File: src/rtl/muldiv_sched.sv
// muldiv_sched
//   Arbitrates the single shared multi-cycle multiply/divide unit between two issue
//   lanes in the E stage. Lane A is older than lane B, so A always wins a tie.
//   The block grants one op at a time, starts the unit, and times the operation so
//   the HI/LO write enable pulses exactly N cycles after the start. It also raises
//   per-lane stall requests for structural conflicts and for mfhi/mflo reads that
//   would see a stale HI/LO.
//
// Optional feature macro: MULDIV_BACKTOBACK_EN
//   When defined, a pending request can be granted in the write-back cycle, so that
//   consecutive operations run with no idle cycle between them. When undefined, the
//   unit always spends one cycle in IDLE between operations.
//
// Parameters
//   MUL_CYCLES  cycles from start to HI/LO write for mult/multu (>= 2)
//   DIV_CYCLES  cycles from start to HI/LO write for div/divu (>= 2)
//   CW          cycle counter width, holds max(MUL_CYCLES, DIV_CYCLES) - 1
//
// Ports
//   clk      in   clock, all state on rising edge
//   reset    in   synchronous active-low reset
//   reqa     in   lane A has mult/div in E stage
//   opa      in   lane A op: 00 mult, 01 multu, 10 div, 11 divu
//   reqb     in   lane B has mult/div in E stage
//   opb      in   lane B op, same encoding
//   hilorda  in   lane A has mfhi/mflo in D stage
//   hilordb  in   lane B has mfhi/mflo in D stage
//   flushe   in   E stage squashed this cycle
//   granta   out  lane A op accepted this cycle
//   grantb   out  lane B op accepted this cycle
//   start    out  one-cycle start pulse to the unit
//   op       out  op presented to the unit, valid while start=1
//   srcsel   out  operand select (0 lane A, 1 lane B), valid while start=1
//   hilowe   out  one-cycle HI/LO write enable
//   busy     out  unit occupied (RUN or WB)
//   stalla   out  stall request for lane A
//   stallb   out  stall request for lane B

module muldiv_sched #(
  parameter int MUL_CYCLES = 4,
  parameter int DIV_CYCLES = 32,
  parameter int CW         = 6
) (
  input  logic       clk,
  input  logic       reset,
  input  logic       reqa,
  input  logic [1:0] opa,
  input  logic       reqb,
  input  logic [1:0] opb,
  input  logic       hilorda,
  input  logic       hilordb,
  input  logic       flushe,
  output logic       granta,
  output logic       grantb,
  output logic       start,
  output logic [1:0] op,
  output logic       srcsel,
  output logic       hilowe,
  output logic       busy,
  output logic       stalla,
  output logic       stallb
);

  typedef enum logic [1:0] {
    IDLE = 2'd0,
    RUN  = 2'd1,
    WB   = 2'd2
  } state_t;

  // The counter is loaded with N-1 at the grant edge and moves to WB when it reads 1,
  // which puts the WB cycle (and hilowe) exactly N cycles after the start pulse.
  localparam logic [CW-1:0] MUL_LOAD = CW'(MUL_CYCLES - 1);
  localparam logic [CW-1:0] DIV_LOAD = CW'(DIV_CYCLES - 1);
  localparam logic [CW-1:0] CNT_ONE  = CW'(1);

  state_t        r_state;
  state_t        w_nextState;
  logic [CW-1:0] r_count;
  logic [CW-1:0] w_nextCount;

  logic          w_canGrant;
  logic          w_grantA;
  logic          w_grantB;
  logic          w_start;
  logic [1:0]    w_op;
  logic          w_hilowe;
  logic          w_busy;
  logic          w_occA;
  logic          w_occB;

  // State and cycle counter. A reset during an operation simply drops it: the
  // state returns to IDLE so the WB cycle that would write HI/LO never happens.
  always_ff @(posedge clk) begin
    if (!reset) begin
      r_state <= IDLE;
      r_count <= '0;
    end else begin
      r_state <= w_nextState;
      r_count <= w_nextCount;
    end
  end

  // Next-state, grant and start logic. Grants are combinational so the unit
  // starts in the same cycle the op is accepted. Grants and the HI/LO write are
  // held off while reset is asserted, so nothing leaks out during reset.
  always_comb begin
    w_nextState = r_state;
    w_nextCount = r_count;
    w_canGrant  = 1'b0;
    w_grantA    = 1'b0;
    w_grantB    = 1'b0;
    w_hilowe    = 1'b0;

    case (r_state)
      IDLE: begin
        w_canGrant = 1'b1;
      end
      RUN: begin
        w_nextCount = r_count - CNT_ONE;
        if (r_count == CNT_ONE) begin
          w_nextState = WB;
        end
      end
      WB: begin
        w_hilowe    = reset;
        w_nextState = IDLE;
`ifdef MULDIV_BACKTOBACK_EN
        w_canGrant  = 1'b1;
`endif
      end
      default: begin
        w_nextState = IDLE;
      end
    endcase

    if (w_canGrant && reset && !flushe) begin
      if (reqa) begin
        w_grantA = 1'b1;
      end else if (reqb) begin
        w_grantB = 1'b1;
      end
    end

    w_start = w_grantA | w_grantB;
    w_op    = w_grantA ? opa : (w_grantB ? opb : 2'b00);

    if (w_start) begin
      w_nextState = RUN;
      w_nextCount = w_op[1] ? DIV_LOAD : MUL_LOAD;
    end
  end

  assign w_busy = (r_state != IDLE);

  // Per-lane occupancy seen by the stall terms. With back-to-back issue, a lane
  // that is granted in the WB cycle must not also be told to stall.
`ifdef MULDIV_BACKTOBACK_EN
  assign w_occA = (r_state == RUN) | ((r_state == WB) & !w_grantA);
  assign w_occB = (r_state == RUN) | ((r_state == WB) & !w_grantB);
`else
  assign w_occA = w_busy;
  assign w_occB = w_busy;
`endif

  // Lane B includes lane A's stall so it can never overtake a stalled older op,
  // and an mfhi/mflo behind a same-cycle start waits for the new result.
  assign stalla = (reqa & w_occA) | (hilorda & (w_occA | w_start));
  assign stallb = stalla | (reqb & (w_occB | reqa)) | (hilordb & (w_occB | w_start));

  assign granta = w_grantA;
  assign grantb = w_grantB;
  assign start  = w_start;
  assign op     = w_op;
  assign srcsel = w_grantB;
  assign hilowe = w_hilowe;
  assign busy   = w_busy;

endmodule

File: config.mk
export PLATFORM = sky130hd
export DESIGN_NAME = muldiv_sched
export DESIGN_NICKNAME = d
export VERILOG_FILES = /design/src/rtl/muldiv_sched.sv
export SDC_FILE = /design/constraint.sdc
export NUM_CORES = 1
export LEC_CHECK = 0
export ABC_AREA = 1
export CORE_MARGIN = 5
export CORE_UTILIZATION = 26
export CTS_BUF_LIST = sky130_fd_sc_hd__clkbuf_16
export CTS_CLUSTER_DIAMETER = 120
export DETAILED_ROUTE_END_ITERATION = 16
export PLACE_DENSITY_LB_ADDON = 0.1
export SLEW_MARGIN = 40
export SYNTH_ARGS = -nofsm -noshare
export SYNTH_HDL_FRONTEND = slang
export SYNTH_SLANG_ARGS = --single-unit
File: constraint.sdc
create_clock -name clk -period 3.02 [get_ports clk]
set_input_delay 0.453 -clock clk [delete_from_list [all_inputs] [get_ports clk]]
set_output_delay 0.453 -clock clk [all_outputs]
set_load 0.02 [all_outputs]
# After elaboration in Yosys (flattened, before gate mapping)
# Index checks and enable logic that the tools add are counted.
# W data, S select, Z words.
# classes
addsub	1
eq_ne	6
mux	15
bitwise_logic	12
reduce_logical	9
# ops
operator	n
$mux W6	2
$mux W1	8
$eq A6 B1 Y1 const B	1
$mux W2	3
$or A1 B1 Y1	6
$sub A6 B1 Y6 const B	1
$mux W5	1
$and A1 B1 Y1	4
$ne A2 B2 Y1 const B	2
$pmux W2 S2	1
$reduce_and A2 Y1	2
$reduce_bool A2 Y1	2
$ne A3 B3 Y1 const B	1
$eq A2 B1 Y1 const B	1
$eq A2 B2 Y1 const B	1
$logic_and A1 B1 Y1	2
$logic_not A2 Y1	1
$not A1 Y1	2
$reduce_or A2 Y1	1
$logic_not A1 Y1	1
# word_totals
reg_bits	8
in_bits	11
output_inout_bits	10
wordCells	46

# Longest topological paths before layout
# depth
word_depth	11
ltp_mapped	8
depth_no_buf	8

# Worst setup path after synthesis
# OpenSTA, ideal clock, no wires.
# synth_timing
path_kind	input -> output
start	input port reqa
end	output port stallb
t_arrival_ns	1.133
t_required_ns	2.567
setup_slack_ns	1.434
stages	4
path_buffers	0
cell_sequence	o211ai_4 > inv_2 > o22ai_1 > nand2_1
# synth_via
elab_chain_len	8
elab_cells_between_ends	14
cone_classes	4 x mux; 10 x bitwise
# synth_rtl
item	line	rtl
from (decl)	46	input logic reqa,
$mux W1	137	if (reqa) begin
$mux W1	136	if (w_canGrant && reset && !flushe) begin
$or A1 B1 Y1 *	144	w_start = w_grantA | w_grantB;
net start	55	output logic start,
$or A1 B1 Y1 *	167, 168	
$and A1 B1 Y1	167	assign stalla = (reqa & w_occA) | (hilorda & (w_occA | w_start));
$or A1 B1 Y1	167	
$or A1 B1 Y1	168	assign stallb = stalla | (reqb & (w_occB | reqa)) | (hilordb & (w_occB | w_start));
$or A1 B1 Y1 *	168	
to (decl)	61	output logic stallb
# Mark *: on every way through the listed nets, which the timed path passes. The rest lies on a longest branch.

# Worst setup path in the final report
# layout_timing
start	input port reset
end	output port stallb
# layout_via
elab_chain_len	9
elab_cells_between_ends	11
cone_classes	2 x mux; 7 x bitwise; 2 x reduce/logical
# layout_rtl
item	line	rtl
from (decl)	45	input logic reset,
$logic_and A1 B1 Y1 * (2 in a row)	136	
$mux W1	136	
$or A1 B1 Y1 *	144	
$or A1 B1 Y1 *	167, 168	
$and A1 B1 Y1	167	
$or A1 B1 Y1	167	
$or A1 B1 Y1	168	
$or A1 B1 Y1 *	168	
# Mark *: on every way between the ends. The rest lies on a longest branch, timed or not.

==> impl_results.md <==
* P per Cell Area at 535 nW/um2
* # Post-CTS Setup Buffers at 0
* Via-to-Cell Ratio at 4.22
* Compound-Gate Fraction of Synth Area at 15.6%
* TritonCTS buffer count at 3
* Dpl hpwl at 1.17 mm
* Clock Latency Late Sink at 0.23 ns
* Core Box Area at about 2200 um2
* Setup Crit Path Kind: input pin to output port
* Die area at 3300 um2
* Period minus WS final at about 2.7 ns
* H-tree Lvls at 1
* Initial Util at 26.7%
* Synth top area share at 27.4%
* Largest net degree at the start of global routing at 10
* Pins Over Slew Limit at 0
* Worst Tran Pin Value at 0.340 ns
* Tot Pwr at 0.476 mW
* Vias at 561
* Max_cap viols at 0
* Largest fanout on the critical path at 9
* Syn-to-layout area delta at 51.7%
* Root buf cell: clkbuf_16
* Setup TNS at 0 ns
* Multiplexer share of the synthesized area at 0%
* # rows at 17
* Leak at ~0.4 nW
* Hold Vio Cnt, Final at 0
* # setup viols final at 0
* DRC viols at 0
* Routed WL per cell at approximately 11 um
* Synthesized net count at 96
* Hold Path Class: register to register
* FMAX at 369 MHz
* Library cells used by synthesis at 24
* GRT Total Usage at 9.53%
* Area contributors post-synth: dfxtp_1 (27%), inv_1 (8.3%), nand2_1 (7.7%)
* Required @ worst endpoint at 2.57 ns
* CTS clock-pin slew for the worst setup and hold paths at 0.03 ns
* Overflow after GRT at 0
* Hold buffers post-CTS at 0
* Share of layout cells above drive strength 1 at 15.2%
* Initial antenna violation count at 0
* Cell area after synthesis at 586 um2
* Mean area per synthesized cell at 7.05 um2
* Syn Inst Count at 83
* Longest Clk Path Bufs at 2
* Total Wirelength at 1.42 mm
* TritonCTS clock tree: built
* I/O pins at 21
* First-pass GRT wire length at 2.45 mm
* DIE HEIGHT at roughly 57 um
* Flop and latch count out of synthesis at 8
* Vias in the first global route at 569
* CP Capture Type: output port
* Port Buffers at 20
* Most frequent cells in the layout: clkdlybuf4s50_1 (20), inv_1 (13), nand2_1 (12), nor2_1 (12), dfxtp_1 (8)
* Nets@finish at 120
* Resized cells post-CTS at 0
* Area share of and/or/nand/nor cells after synthesis at 36.8%
* Ys Warns at 0
* N_diodes at 0
* Peak VDD IR at 0.317 mV
* Antenna violation net count after detailed routing at 0
* CTS sink count at 8
* Die Wd at ~57 um
* Synth area leader: dfxtp_1
* Arrival @ worst endpoint at between 2 and 2.5 ns
* Post-Route Utilization at between 40% and 50%
* Router iterations before antenna repair at 2
* Synth Area in XOR/XNOR at under 10%
* Largest family of logic cells by synthesized area: simple AND/OR/NAND/NOR gates
* Synth Area in Adders at under 10%
* Slew HR at 77.2%
* DRT iter0 DRCs at 8
* Fin crit share at around nine tenths
* Gp weighted congestion at 0.773
* RSZ-0062 raised after global routing: no
* Outcome: completed
* Final Skew at 0.00480 ns
* Register area share after synthesis at 27.4%
* Most common cell after layout, fill and taps aside: clkdlybuf4s50_1
* Worst setup SP type: input pin
==> through the flow <==
step / setup slack [ns] / instances / hold slack [ns] / instance area (um2)
2_1_floorplan: 1.43 / 83 / 0.502 / 586
3_3_place_gp: 0.362 / 130 / 0.528 / 813
3_5_place_dp: 0.292 / 130 / 0.535 / 813
4_1_cts: 0.289 / 133 / 0.554 / 888
5_1_grt: 0.172 / 133 / 0.593 / 888
6_report: 0.313 / 133 / 0.552 / 888
==> final timing paths <==
| check | from | endpoint | slack (ns) | cells past startpoint |
|---|---|---|---|---|
| worst max-delay path | reset | stallb | 0.31 | 8 |
| worst min-delay path | r_count[5] | r_count[5] | 0.55 | 3 |
| worst max register to register | r_count[0] | r_count[4] | 1.77 | 7 |
| worst min register to register | r_count[5] | r_count[5] | 0.55 | 3 |
==> report_power, final <==
| part | total, mW | leakage, nW | switching (mW) | internal, mW |
|---|---|---|---|---|
| Combinational | 0.126 | 0.292 | 0.0694 | 0.0564 |
| Sequential | 0.126 | 0.0658 | 0.00976 | 0.117 |
| Clock | 0.223 | 0.0370 | 0.0525 | 0.171 |
==> per-layer routing <==
layer	GRT usage (%)	part of all wire, %	vias up
met4	2.98	0	0
met5	0	0	-
met1	11.4	47	246
met2	15.3	49	8
met3	4.07	4.4	0
li1	-	-	307
==> synth_stat cells <==
library cell,instances
nand3b_1,1
nand4_1,2
o211ai_4,1
nand3_1,2
a21oi_1,3
inv_1,13
a22o_1,1
dfxtp_1,8
nor2_2,1
nand3_2,1
nor3_1,2
nor2_4,3
buf_4,1
o21bai_1,1
xor2_1,3
o22ai_1,1
ha_1,2
nor2_1,12
inv_2,3
nand2_2,2
o21ai_0,5
nand2_1,12
nand2_4,2
a21boi_1,1
==> logic make-up after synthesis <==
| logic type | after synthesis |
|---|---|
| simple gates | 40 |
| xor+xnor | 3 |
| flops | 8 |
| buf+inv | 17 |
| compound gates | 13 |
| fa+ha+maj | 2 |
==> critical path: stages <==
cell,delay (ns)
clkdlybuf4s50_1,0.58
inv_2,0.10
nor2_4,0.13
o211ai_4,0.15
inv_2,0.12
o22ai_1,0.07
nand2_1,0.06
clkdlybuf4s50_1,0.59
==> sequential cells by signal, summed over array words and instances (netlist names) <==
name	count
r_state	2
r_count	6
==> area by class of cell <==
class	instances	area, um2
Inverter	16	60.1
Tap cell	28	35.0
Fill cell	230	1300
Clock buffer	3	75.1
Multi-Input combinational cell	58	358
Timing Repair Buffer	20	200
Sequential cell	8	160
Note: power is estimated with default switching activity, not from simulation.
